`src/rtl/arb_pkg.sv`:
```
// rtl/arb_pkg.sv - shared state encoding and defaults for the two-source round-robin arbiter
package arb_pkg;

  typedef enum logic [1:0] {
    S_IDLE   = 2'd0,
    S_GRANT0 = 2'd1,
    S_GRANT1 = 2'd2
  } arb_state_e;

  localparam int ARB_MAX_BURST = 4;

endpackage

```
`src/rtl/mux2_4.sv`:
```
// rtl/mux2_4.sv - 2:1 datapath mux, b selected when sel_i is high
module mux2_4 #(
  parameter int WIDTH = 4
) (
  input  logic [WIDTH-1:0] a_i,
  input  logic [WIDTH-1:0] b_i,
  input  logic             sel_i,
  output logic [WIDTH-1:0] y_o
);

  assign y_o = sel_i ? b_i : a_i;

endmodule

```
`src/rtl/rr_arb2_4.sv`:
```
// rtl/rr_arb2_4.sv - round-robin arbiter sharing one mux between two sources,
// with a beat counter capping bursts while the other source waits.
module rr_arb2_4
  import arb_pkg::*;
#(
  parameter int WIDTH     = 4,
  parameter int MAX_BURST = ARB_MAX_BURST
) (
  input  logic             clk,
  input  logic             rst,
  input  logic             req0,
  input  logic [WIDTH-1:0] in0,
  output logic             gnt0,
  input  logic             req1,
  input  logic [WIDTH-1:0] in1,
  output logic             gnt1,
  output logic [WIDTH-1:0] out_data,
  output logic             out_valid,
  input  logic             out_ready,
  output logic             sel,
  output logic             busy
);

  localparam int CW = $clog2(MAX_BURST + 1);

  arb_state_e      state_q;
  logic            sel_q;
  logic            last_q;
  logic [CW-1:0]   cnt_q;

  logic            cur_src;
  logic            own_req;
  logic            oth_req;
  logic            xfer;
  logic            last_beat;
  logic            enter_en;
  logic            enter_src;
  logic            go_idle;
  logic            cnt_clr;
  logic            cnt_inc;

  assign busy      = (state_q != S_IDLE);
  assign cur_src   = (state_q == S_GRANT1);
  assign own_req   = cur_src ? req1 : req0;
  assign oth_req   = cur_src ? req0 : req1;
  assign out_valid = !rst && busy && own_req;
  assign xfer      = out_valid && out_ready;
  assign gnt0      = xfer && (state_q == S_GRANT0);
  assign gnt1      = xfer && (state_q == S_GRANT1);
  assign last_beat = (cnt_q == CW'(MAX_BURST - 1));
  assign sel       = sel_q;

  // Decide the next move; enter_en covers both grant from IDLE and a direct owner swap.
  always_comb begin
    enter_en  = 1'b0;
    enter_src = 1'b0;
    go_idle   = 1'b0;
    cnt_clr   = 1'b0;
    cnt_inc   = 1'b0;
    unique case (state_q)
      S_IDLE: begin
        if (req0 || req1) begin
          enter_en  = 1'b1;
          enter_src = (req0 && req1) ? ~last_q : req1;
        end
      end
      S_GRANT0, S_GRANT1: begin
        if (!own_req) begin
          if (oth_req) begin
            enter_en  = 1'b1;
            enter_src = ~cur_src;
          end else begin
            go_idle = 1'b1;
          end
        end else if (xfer) begin
          if (last_beat) begin
            if (oth_req) begin
              enter_en  = 1'b1;
              enter_src = ~cur_src;
            end else begin
              cnt_clr = 1'b1;
            end
          end else begin
            cnt_inc = 1'b1;
          end
        end
      end
      default: go_idle = 1'b1;
    endcase
  end

  always_ff @(posedge clk) begin
    if (rst) begin
      state_q <= S_IDLE;
      sel_q   <= 1'b0;
      last_q  <= 1'b1;
      cnt_q   <= '0;
    end else if (enter_en) begin
      state_q <= enter_src ? S_GRANT1 : S_GRANT0;
      sel_q   <= enter_src;
      last_q  <= enter_src;
      cnt_q   <= '0;
    end else if (go_idle) begin
      state_q <= S_IDLE;
    end else if (cnt_clr) begin
      cnt_q <= '0;
    end else if (cnt_inc) begin
      cnt_q <= cnt_q + 1'b1;
    end
  end

  mux2_4 #(.WIDTH(WIDTH)) u_mux (
    .a_i   (in0),
    .b_i   (in1),
    .sel_i (sel_q),
    .y_o   (out_data)
  );

endmodule
```
`config.mk`:
```
export PLATFORM = sky130hd
export DESIGN_NAME = rr_arb2_4
export DESIGN_NICKNAME = d
export VERILOG_FILES = /design/src/rtl/arb_pkg.sv /design/src/rtl/mux2_4.sv /design/src/rtl/rr_arb2_4.sv
export SDC_FILE = /design/constraint.sdc
export NUM_CORES = 1
export LEC_CHECK = 0
export BUFFER_PORTS_ARGS = -buffer_cell sky130_fd_sc_hd__buf_2
export CORE_AREA = 2 2 39 41
export DETAILED_ROUTE_END_ITERATION = 10
export DIE_AREA = 0 0 41 43
export MAX_ROUTING_LAYER = met4
export PLACE_DENSITY_LB_ADDON = 0.2
export SETUP_SLACK_MARGIN = 0.15
export SYNTH_ARGS = -nofsm -noshare
export SYNTH_HDL_FRONTEND = slang
export SYNTH_SLANG_ARGS = --single-unit
```
`constraint.sdc`:
```
create_clock -name clk -period 2.09 [get_ports clk]
set_input_delay 0.1045 -clock clk [delete_from_list [all_inputs] [get_ports clk]]
set_output_delay 0.1045 -clock clk [all_outputs]
set_load 0.02 [all_outputs]
```
==> results of run 1 <==
## cells in the final DEF (no fill, tap or decap), types with 2 or more instances in the layout
cell / count
nor3_1: 2
inv_1: 7
a21o_1: 2
mux2_2: 4
a21boi_1: 2
buf_2: 21
o21a_1: 2
and3_1: 2
nor2_1: 3
clkbuf_4: 3
nand3_1: 2
dfxtp_2: 2
ha_1: 5
dfxtp_1: 5
o21ai_0: 3
## path summary, 6_finish.rpt
kind                                         startpoint                      end  slack, ps
worst max-delay path            state_q[0]$_SDFFE_PP0P_  state_q[1]$_SDFFE_PP0P_        250
worst min-delay path                                rst      last_q$_SDFFE_PP1P_        200
worst max register to register  state_q[0]$_SDFFE_PP0P_  state_q[1]$_SDFFE_PP0P_        250
worst min register to register      last_q$_SDFFE_PP1P_      last_q$_SDFFE_PP1P_        490
## cells by family after synthesis
group,after synthesis,share of synthesized area
buffers and inverters,7,0.0448
multiplexers,6,0.119
adder cells (fa/ha/maj),6,0.128
AO/OA/AOI/OAI,18,0.264
flip-flops,7,0.239
AND/OR/NAND/NOR,17,0.205
## cell type report
class	count	area share
sequential	7	0.188
tap	16	0.0264
inverter	7	0.0347
clock buffer	4	0.0347
timing repair buffer	21	0.139
multi-input combinational	47	0.578
## sequential cells by signal, indices dropped and copies added (netlist names)
register	cells
state_q	2
cnt_q	3
last_q	1
sel	1
## synthesized netlist by cell type, drive strengths merged
master / instances
nand4bb: 1
a21oi: 1
a21o: 2
o21a: 2
mux2i: 1
nor3: 3
a2111oi: 1
a21boi: 3
or3: 1
nand3: 2
a2111o: 1
or2: 1
and2: 1
nand4: 1
mux2: 5
o2111ai: 1
dfxtp: 7
and3: 2
nor2: 3
o21ai: 4
or3b: 1
nand2: 1
a211oi: 1
inv: 7
a31o: 1
o31a: 1
ha: 6
## metal layers
metal | GRT usage | wire length [um] | vias up
li1 | - | - | 279
met1 | 0.188 | 530 | 250
met2 | 0.256 | 661 | 18
met3 | 0.0471 | 64 | 2
met4 | 0.0800 | 12 | 0
met5 | - | 0 | -
## power by group through the flow
stage / logic [mW] / registers, mW / clock network (mW)
after detailed placement: 0.415 / 0.200 / 0
after floorplan: 0.309 / 0.202 / 0
after global routing: 0.471 / 0.211 / 0.131
final: 0.437 / 0.204 / 0.114
after CTS: 0.417 / 0.199 / 0.122
after global placement: 0.415 / 0.198 / 0
## stage by stage
stage          utilization  area (um2)  hold slack [ps]
2_1_floorplan            -         587              237
3_3_place_gp         0.514         712              431
3_5_place_dp         0.514         712              439
4_1_cts              0.533         738              182
5_1_grt              0.548         758              190
6_report             0.548         758              203
==> impl_metrics.tcl, run 1 <==
set metrics [dict create \
    status "complete, no violations" \
    crit_type "reg -> reg" \
    area_delta_synth_final_pct 29.2 \
    path_cells "inv_1 > ha_4 > mux2_4 > a2111oi_4 > nor3_2 > a31o_1" \
    multi_input_area_um2 438 \
    place_hpwl_um 984 \
    drt_pass1_iterations 4 \
    drv_slew 0 \
    synth_area_leaders "dfxtp_1 24%, ha_1 13%, mux2_2 7.7%, a2111oi_4 4.7%, nand4bb_4 4.7%" \
    die_w_um 41 \
    timing.slew.headroom 0.723 \
    hold_buffers 0 \
    die_height_um 43 \
    holdPathStages 2 \
    insertion_delay_ps 240 \
    yosys.area.top_type "dfxtp_1" \
    cts_made_buffers 3 \
    syn_area_per_cell_um2 9.62 \
    core_area_um2 1380 \
    sequentialPowerShare 0.271 \
    drc 0 \
    drive_gt1_frac 0.442 \
    gp_congestion 0.905 \
    rows 14 \
    period_minus_slack_ps 1840 \
    cp.buffers_inverters 1 \
    regArea_um2 143 \
    switching_share 0.431 \
    worst_pin_slew_ps 412 \
    cp_num_cells 6 \
    power_mw 0.756 \
    synth_cell_types 30 \
    syn_nets 80 \
    routed_wl_um 1270 \
    cts_setup_buffers 0 \
    first_global_vias 474 \
    start_util 0.424 \
    clkSlewWorstSetupHoldPaths_ps 50 \
    ys_ff_latch 7 \
    comb_power_share 0.578 \
    grtUsageTotal 0.166 \
    antenna_found_initial 0 \
    r2r.worst_path.cells 6 \
    grt_max_degree 8 \
    via_per_inst 5.38 \
    cts_root_buf "clkbuf_4" \
    tritoncts "done" \
    hold_path.class "in -> reg" \
    critPathMaxStageDelay_ps 410 \
    hold_viol 0 \
    fmaxAchievable_ghz 0.544 \
    fin_skew_ps 0.867 \
    max-cap-violations 0 \
    cp_slowest_cell "a2111oi_4" \
    end_kind "flop" \
    worst_ep_required_time_ps 2220 \
    antenna_cells 0 \
    globalRouteOverflowTotal 0 \
    netlist_instances 61 \
    power.leakage_nw 0.354 \
    cts_sinks 7 \
    first_iter_violations 5 \
    rsz0062_at_grt "no" \
    layoutNonFillerInstCount 102 \
    fin_ws_ps 250 \
    startpoint_type "flop" \
    power_switching_mw 0.326 \
    synth_top_area_frac 0.239 \
    ant_nets 0 \
    routed-via-count 549 \
    cts_buffer_depth 2 \
    crit_family "compound AO/OA/AOI/OAI gates" \
    finalCritPeriodShare 0.880 \
    setup-violations-final 0 \
    grt_first_pass_wirelength_um 1920 \
    dieArea_um2 1760 \
    fin_tns_setup_ps 0 \
    place_ws_ps 168 \
    synth-seq-area-share 0.239 \
    ios 22 \
    post_cts_resize_count 0 \
    powerDensity_nw_per_um2 996 \
    avgRoutedWirePerCell_um 12.4 \
    p_clk_frac 0.151 \
    crit_fanout 6 \
    ys_warn_count 0 \
    fillCellCount 142 \
    netlist_area_um2 587 \
    ir_drop_uv 534 \
    critPathArrivalTime_ps 1970 \
    portBuffers 21 \
    htreeDepth 1 \
    dp_cells 98 \
    p_int_mw 0.430 \
    nNetsFinal 106 \
]
Note: power is estimated with default switching activity, not from simulation.
==> run 2: changes to the inputs <==
--- a/config.mk
+++ b/config.mk
@@ -5,13 +5,12 @@
 export SDC_FILE = /design/constraint.sdc
 export NUM_CORES = 1
 export LEC_CHECK = 0
-export BUFFER_PORTS_ARGS = -buffer_cell sky130_fd_sc_hd__buf_2
+export BUFFER_PORTS_ARGS = -buffer_cell sky130_fd_sc_hd__clkbuf_2
 export CORE_AREA = 2 2 39 41
 export DETAILED_ROUTE_END_ITERATION = 10
 export DIE_AREA = 0 0 41 43
 export MAX_ROUTING_LAYER = met4
 export PLACE_DENSITY_LB_ADDON = 0.2
-export SETUP_SLACK_MARGIN = 0.15
 export SYNTH_ARGS = -nofsm -noshare
 export SYNTH_HDL_FRONTEND = slang
 export SYNTH_SLANG_ARGS = --single-unit
==> impl_metrics.tcl, run 2 (synthesis results as in run 1) <==
set metrics [dict create \
    period_minus_slack_ps 1920 \
    die_height_um 43 \
    powerDensity_nw_per_um2 986 \
    crit_family "compound AO/OA/AOI/OAI gates" \
    top_register "cnt_q" \
    grtUsageTotal 0.162 \
    globalRouteOverflowTotal 0 \
    insertion_delay_ps 240 \
    htreeDepth 1 \
    path_cells "inv_1 > ha_1 > mux2_4 > a2111oi_4 > nor3_1 > a31o_1" \
    drive_gt1_frac 0.395 \
    first_iter_violations 2 \
    final_cell_mix "21 x clkbuf_2, 7 x inv_1, 7 x dfxtp_1" \
    grt_first_pass_wirelength_um 1860 \
    timing.slew.headroom 0.698 \
    drv_slew 0 \
    ant_nets 0 \
    cp.buffers_inverters 1 \
    r2r-end "state_q[1]$_SDFFE_PP0P_" \
    cts_sinks 7 \
    cts_buffer_depth 2 \
    cts_made_buffers 3 \
    finalCritPeriodShare 0.919 \
    r2r.worst_path.cells 6 \
    hold_viol 0 \
    antenna_cells 0 \
    clkSlewWorstSetupHoldPaths_ps 50 \
    power.leakage_nw 0.352 \
    area_delta_synth_final_pct 25.8 \
    grt_max_degree 8 \
    portBuffers 21 \
    reg_top3 "cnt_q: 3 flops, state_q: 2 flops" \
    via_per_inst 5.39 \
    cp_num_cells 6 \
    fin_tns_setup_ps 0 \
    dp_cells 98 \
    critPathArrivalTime_ps 2060 \
    tritoncts "done" \
    finish.utilization 0.533 \
    final_common_cell "clkbuf_2" \
    critPathMaxStageDelay_ps 380 \
    rsz0062_at_grt "no" \
    ir_drop_uv 536 \
    fmaxAchievable_ghz 0.521 \
    power_mw 0.728 \
    gp_congestion 0.920 \
    drt_pass1_iterations 4 \
    routed-via-count 550 \
    largest_reg_flops 3 \
    first_global_vias 461 \
    ios 22 \
    antenna_found_initial 0 \
    hold_buffers 0 \
    status "complete, no violations" \
    place_hpwl_um 974 \
    setup-violations-final 0 \
    crit_start "state_q[0]$_SDFFE_PP0P_" \
    worst_ep_required_time_ps 2220 \
    startpoint_type "flop" \
    end_kind "flop" \
    crit_type "reg -> reg" \
    nNetsFinal 106 \
    cp_slowest_cell "dfxtp_1" \
    die_w_um 41 \
    fin_skew_ps 0.984 \
    avgRoutedWirePerCell_um 11.6 \
    routed_wl_um 1180 \
    max-cap-violations 0 \
    cp-endpoint "state_q[1]$_SDFFE_PP0P_" \
    timing.rr.start "state_q[0]$_SDFFE_PP0P_" \
    post_cts_resize_count 0 \
    rows 14 \
    cts_setup_buffers 0 \
    regToRegSetupSlack_ps 170 \
    dieArea_um2 1760 \
    layoutNonFillerInstCount 102 \
    cts_root_buf "clkbuf_4" \
    worst_pin_slew_ps 450 \
    drc 0 \
    start_util 0.424 \
    core_area_um2 1380 \
    fillCellCount 136 \
    crit_fanout 6 \
    hold_path.class "in -> reg" \
]
## run 2: cell types whose count changed in the layout (fill, tap and decap cells not counted), moves of 2 or more
cell	change
buf_2	-21
dfxtp_1	+2
dfxtp_2	-2
clkbuf_2	+21
## run 2: metrics by stage
stage / worst slack [ps] / hold WS, ps / area, um2
6_report: 169 / 199 / 738
5_1_grt: 52.7 / 194 / 738
4_1_cts: 157 / 194 / 738
3_5_place_dp: 171 / 450 / 712
3_3_place_gp: 228 / 441 / 712
2_1_floorplan: 304 / 237 / 587
## run 2: area by class of cell
cell class,count,area (um2),share of cell area
multi-input combinational,47,420,0.569
inverter,7,26.3,0.0356
tap,16,20.0,0.0271
timing repair buffer,21,105,0.142
sequential,7,140,0.190
clock buffer,4,26.3,0.0356
## run 2: report_power, final
group | total (mW) | internal [mW] | switching (mW)
logic | 0.414 | 0.179 | 0.235
clock network | 0.115 | 0.0724 | 0.0423
registers | 0.199 | 0.165 | 0.0343
total | 0.728 | 0.416 | 0.312
## run 2: worst min-delay path by stage
| stage | cells after the start | end | start | slack [ps] |
|---|---|---|---|---|
| after global routing | 2 | last_q$_SDFFE_PP1P_ | rst | 190 |
| final | 2 | last_q$_SDFFE_PP1P_ | rst | 200 |
| after detailed placement | 2 | last_q$_SDFFE_PP1P_ | rst | 450 |
| after CTS | 2 | last_q$_SDFFE_PP1P_ | rst | 190 |
| after floorplan | 1 | last_q$_SDFFE_PP1P_ | rst | 240 |
| after global placement | 2 | last_q$_SDFFE_PP1P_ | rst | 440 |
## run 2: routing by layer
| metal | global-route usage | share of wire |
|---|---|---|
| met1 | 0.182 | 0.44 |
| met2 | 0.250 | 0.49 |
| met3 | 0.0471 | 0.061 |
| met4 | 0.0800 | 0.010 |
| met5 | - | 0 |
## run 2: worst register-to-register path, cell delays in order (launching register included)
cell and delay [ps]:
dfxtp_1 380, inv_1 80, ha_1 280, mux2_4 350, a2111oi_4 330, nor3_1 160
a31o_1 240
==> run 3: changes to the inputs <==
--- a/config.mk
+++ b/config.mk
@@ -9,8 +9,9 @@
 export CORE_AREA = 2 2 39 41
 export DETAILED_ROUTE_END_ITERATION = 10
 export DIE_AREA = 0 0 41 43
+export HOLD_SLACK_MARGIN = 0.15
 export MAX_ROUTING_LAYER = met4
-export PLACE_DENSITY_LB_ADDON = 0.2
+export PLACE_DENSITY = 0.73
 export SYNTH_ARGS = -nofsm -noshare
 export SYNTH_HDL_FRONTEND = slang
 export SYNTH_SLANG_ARGS = --single-unit
==> impl_metrics.tcl, run 3 (synthesis results as in run 1) <==
set metrics [dict create \
    status "complete, no violations" \
    place_ws_ps 182 \
    dieArea_um2 1760 \
    antenna_cells 0 \
    largest_reg_flops 3 \
    ant_nets 0 \
    portBuffers 21 \
    hold_viol 0 \
    htreeDepth 1 \
    reg_top3 "cnt_q: 3 flops, state_q: 2 flops" \
    end_kind "output port" \
    routed_wl_um 1140 \
    die_w_um 41 \
    place_hpwl_um 987 \
    regArea_um2 140 \
    clkSlewWorstSetupHoldPaths_ps 50 \
    core_area_um2 1380 \
    routed-via-count 526 \
    cts_sinks 7 \
    tritoncts "done" \
    whs_ps 191 \
    powerDensity_nw_per_um2 987 \
    critPathArrivalTime_ps 1810 \
    worst_pin_slew_ps 471 \
    drive_gt1_frac 0.395 \
    startpoint_type "flop" \
    critPathMaxStageDelay_ps 370 \
    avgRoutedWirePerCell_um 11.2 \
    insertion_delay_ps 240 \
    first_global_vias 452 \
    area_delta_synth_final_pct 25.8 \
    power_mw 0.728 \
    finalCritPeriodShare 0.917 \
    cts_root_buf "clkbuf_4" \
    crit_fanout 6 \
    ir_drop_uv 528 \
    cts_setup_buffers 0 \
    drv_slew 0 \
    fin_tns_setup_ps 0 \
    rsz0062_at_grt "no" \
    final_cell_mix "21 x clkbuf_2, 7 x inv_1, 7 x dfxtp_1" \
    gp_congestion 0.886 \
    drt_pass1_iterations 4 \
    first_iter_violations 5 \
    dp_cells 98 \
    fmaxAchievable_ghz 0.522 \
    grtUsageTotal 0.147 \
    cp_slowest_cell "dfxtp_1" \
    ios 22 \
    die_height_um 43 \
    drc 0 \
    period_minus_slack_ps 1920 \
    setup-violations-final 0 \
    timing.slew.headroom 0.684 \
    layoutNonFillerInstCount 102 \
    cts_buffer_depth 2 \
    fin_ws_ps 173 \
    post_cts_resize_count 0 \
    hold_buffers 0 \
    via_per_inst 5.16 \
    path_cells "inv_1 > ha_1 > mux2_4 > and2_1 > and3_1 > clkbuf_2" \
    start_util 0.424 \
    max-cap-violations 0 \
    cts_made_buffers 3 \
    grt_first_pass_wirelength_um 1750 \
    nNetsFinal 106 \
    globalRouteOverflowTotal 0 \
    rows 14 \
    power.leakage_nw 0.352 \
    antenna_found_initial 0 \
    top_register "cnt_q" \
    fillCellCount 125 \
    grt_max_degree 8 \
    final_common_cell "clkbuf_2" \
    hold_path.class "in -> reg" \
    worst_ep_required_time_ps 1990 \
    crit_type "reg -> out" \
    multi_input_area_um2 420 \
    fin_skew_ps 1.99 \
]
==> run 3: cell counts in the layout (fill, tap and decap cells not counted) <==
Identical to the previous run, type by type.
==> run 3: area by class of cell <==
class	count	share of cell area
clock buffer	4	0.0356
inverter	7	0.0356
sequential	7	0.190
multi-input combinational	47	0.569
timing repair buffer	21	0.142
tap	16	0.0271
==> run 3: final timing paths <==
kind / start / end / slack (ps) / cells after the start
max: state_q[0]$_SDFFE_PP0P_ / gnt1 / 170 / 6
min: rst / last_q$_SDFFE_PP1P_ / 190 / 2
max reg2reg: state_q[0]$_SDFFE_PP0P_ / state_q[1]$_SDFFE_PP0P_ / 180 / 6
min reg2reg: cnt_q[1]$_SDFFE_PP0P_ / cnt_q[1]$_SDFFE_PP0P_ / 490 / 2
==> run 3: worst max-delay path, delay by kind of cell (launching register included) <==
kind,cells,cell delay [ps]
simple gates,2,340
fa+ha+maj,1,280
flops,1,370
mux,1,350
buf+inv,2,230
==> run 3: routing by layer <==
metal | part of all wire | global-route usage | up-vias
met4 | 0 | 0.0533 | 0
met2 | 0.50 | 0.213 | 9
met3 | 0.032 | 0.0681 | 0
met5 | 0 | - | -
met1 | 0.47 | 0.173 | 239
li1 | - | - | 278
==> run 3: metrics by stage <==
| step | area, um2 | utilization |
|---|---|---|
| after floorplan | 587 | - |
| after global placement | 712 | 0.514 |
| final | 738 | 0.533 |
| after detailed placement | 712 | 0.514 |
| after global routing | 738 | 0.533 |
| after CTS | 738 | 0.533 |
==> run 3: power breakdown <==
group	total, mW	internal [mW]	switching, mW
Sequential	0.196	0.165	0.0318
Clock	0.117	0.0725	0.0448
Combinational	0.415	0.180	0.235
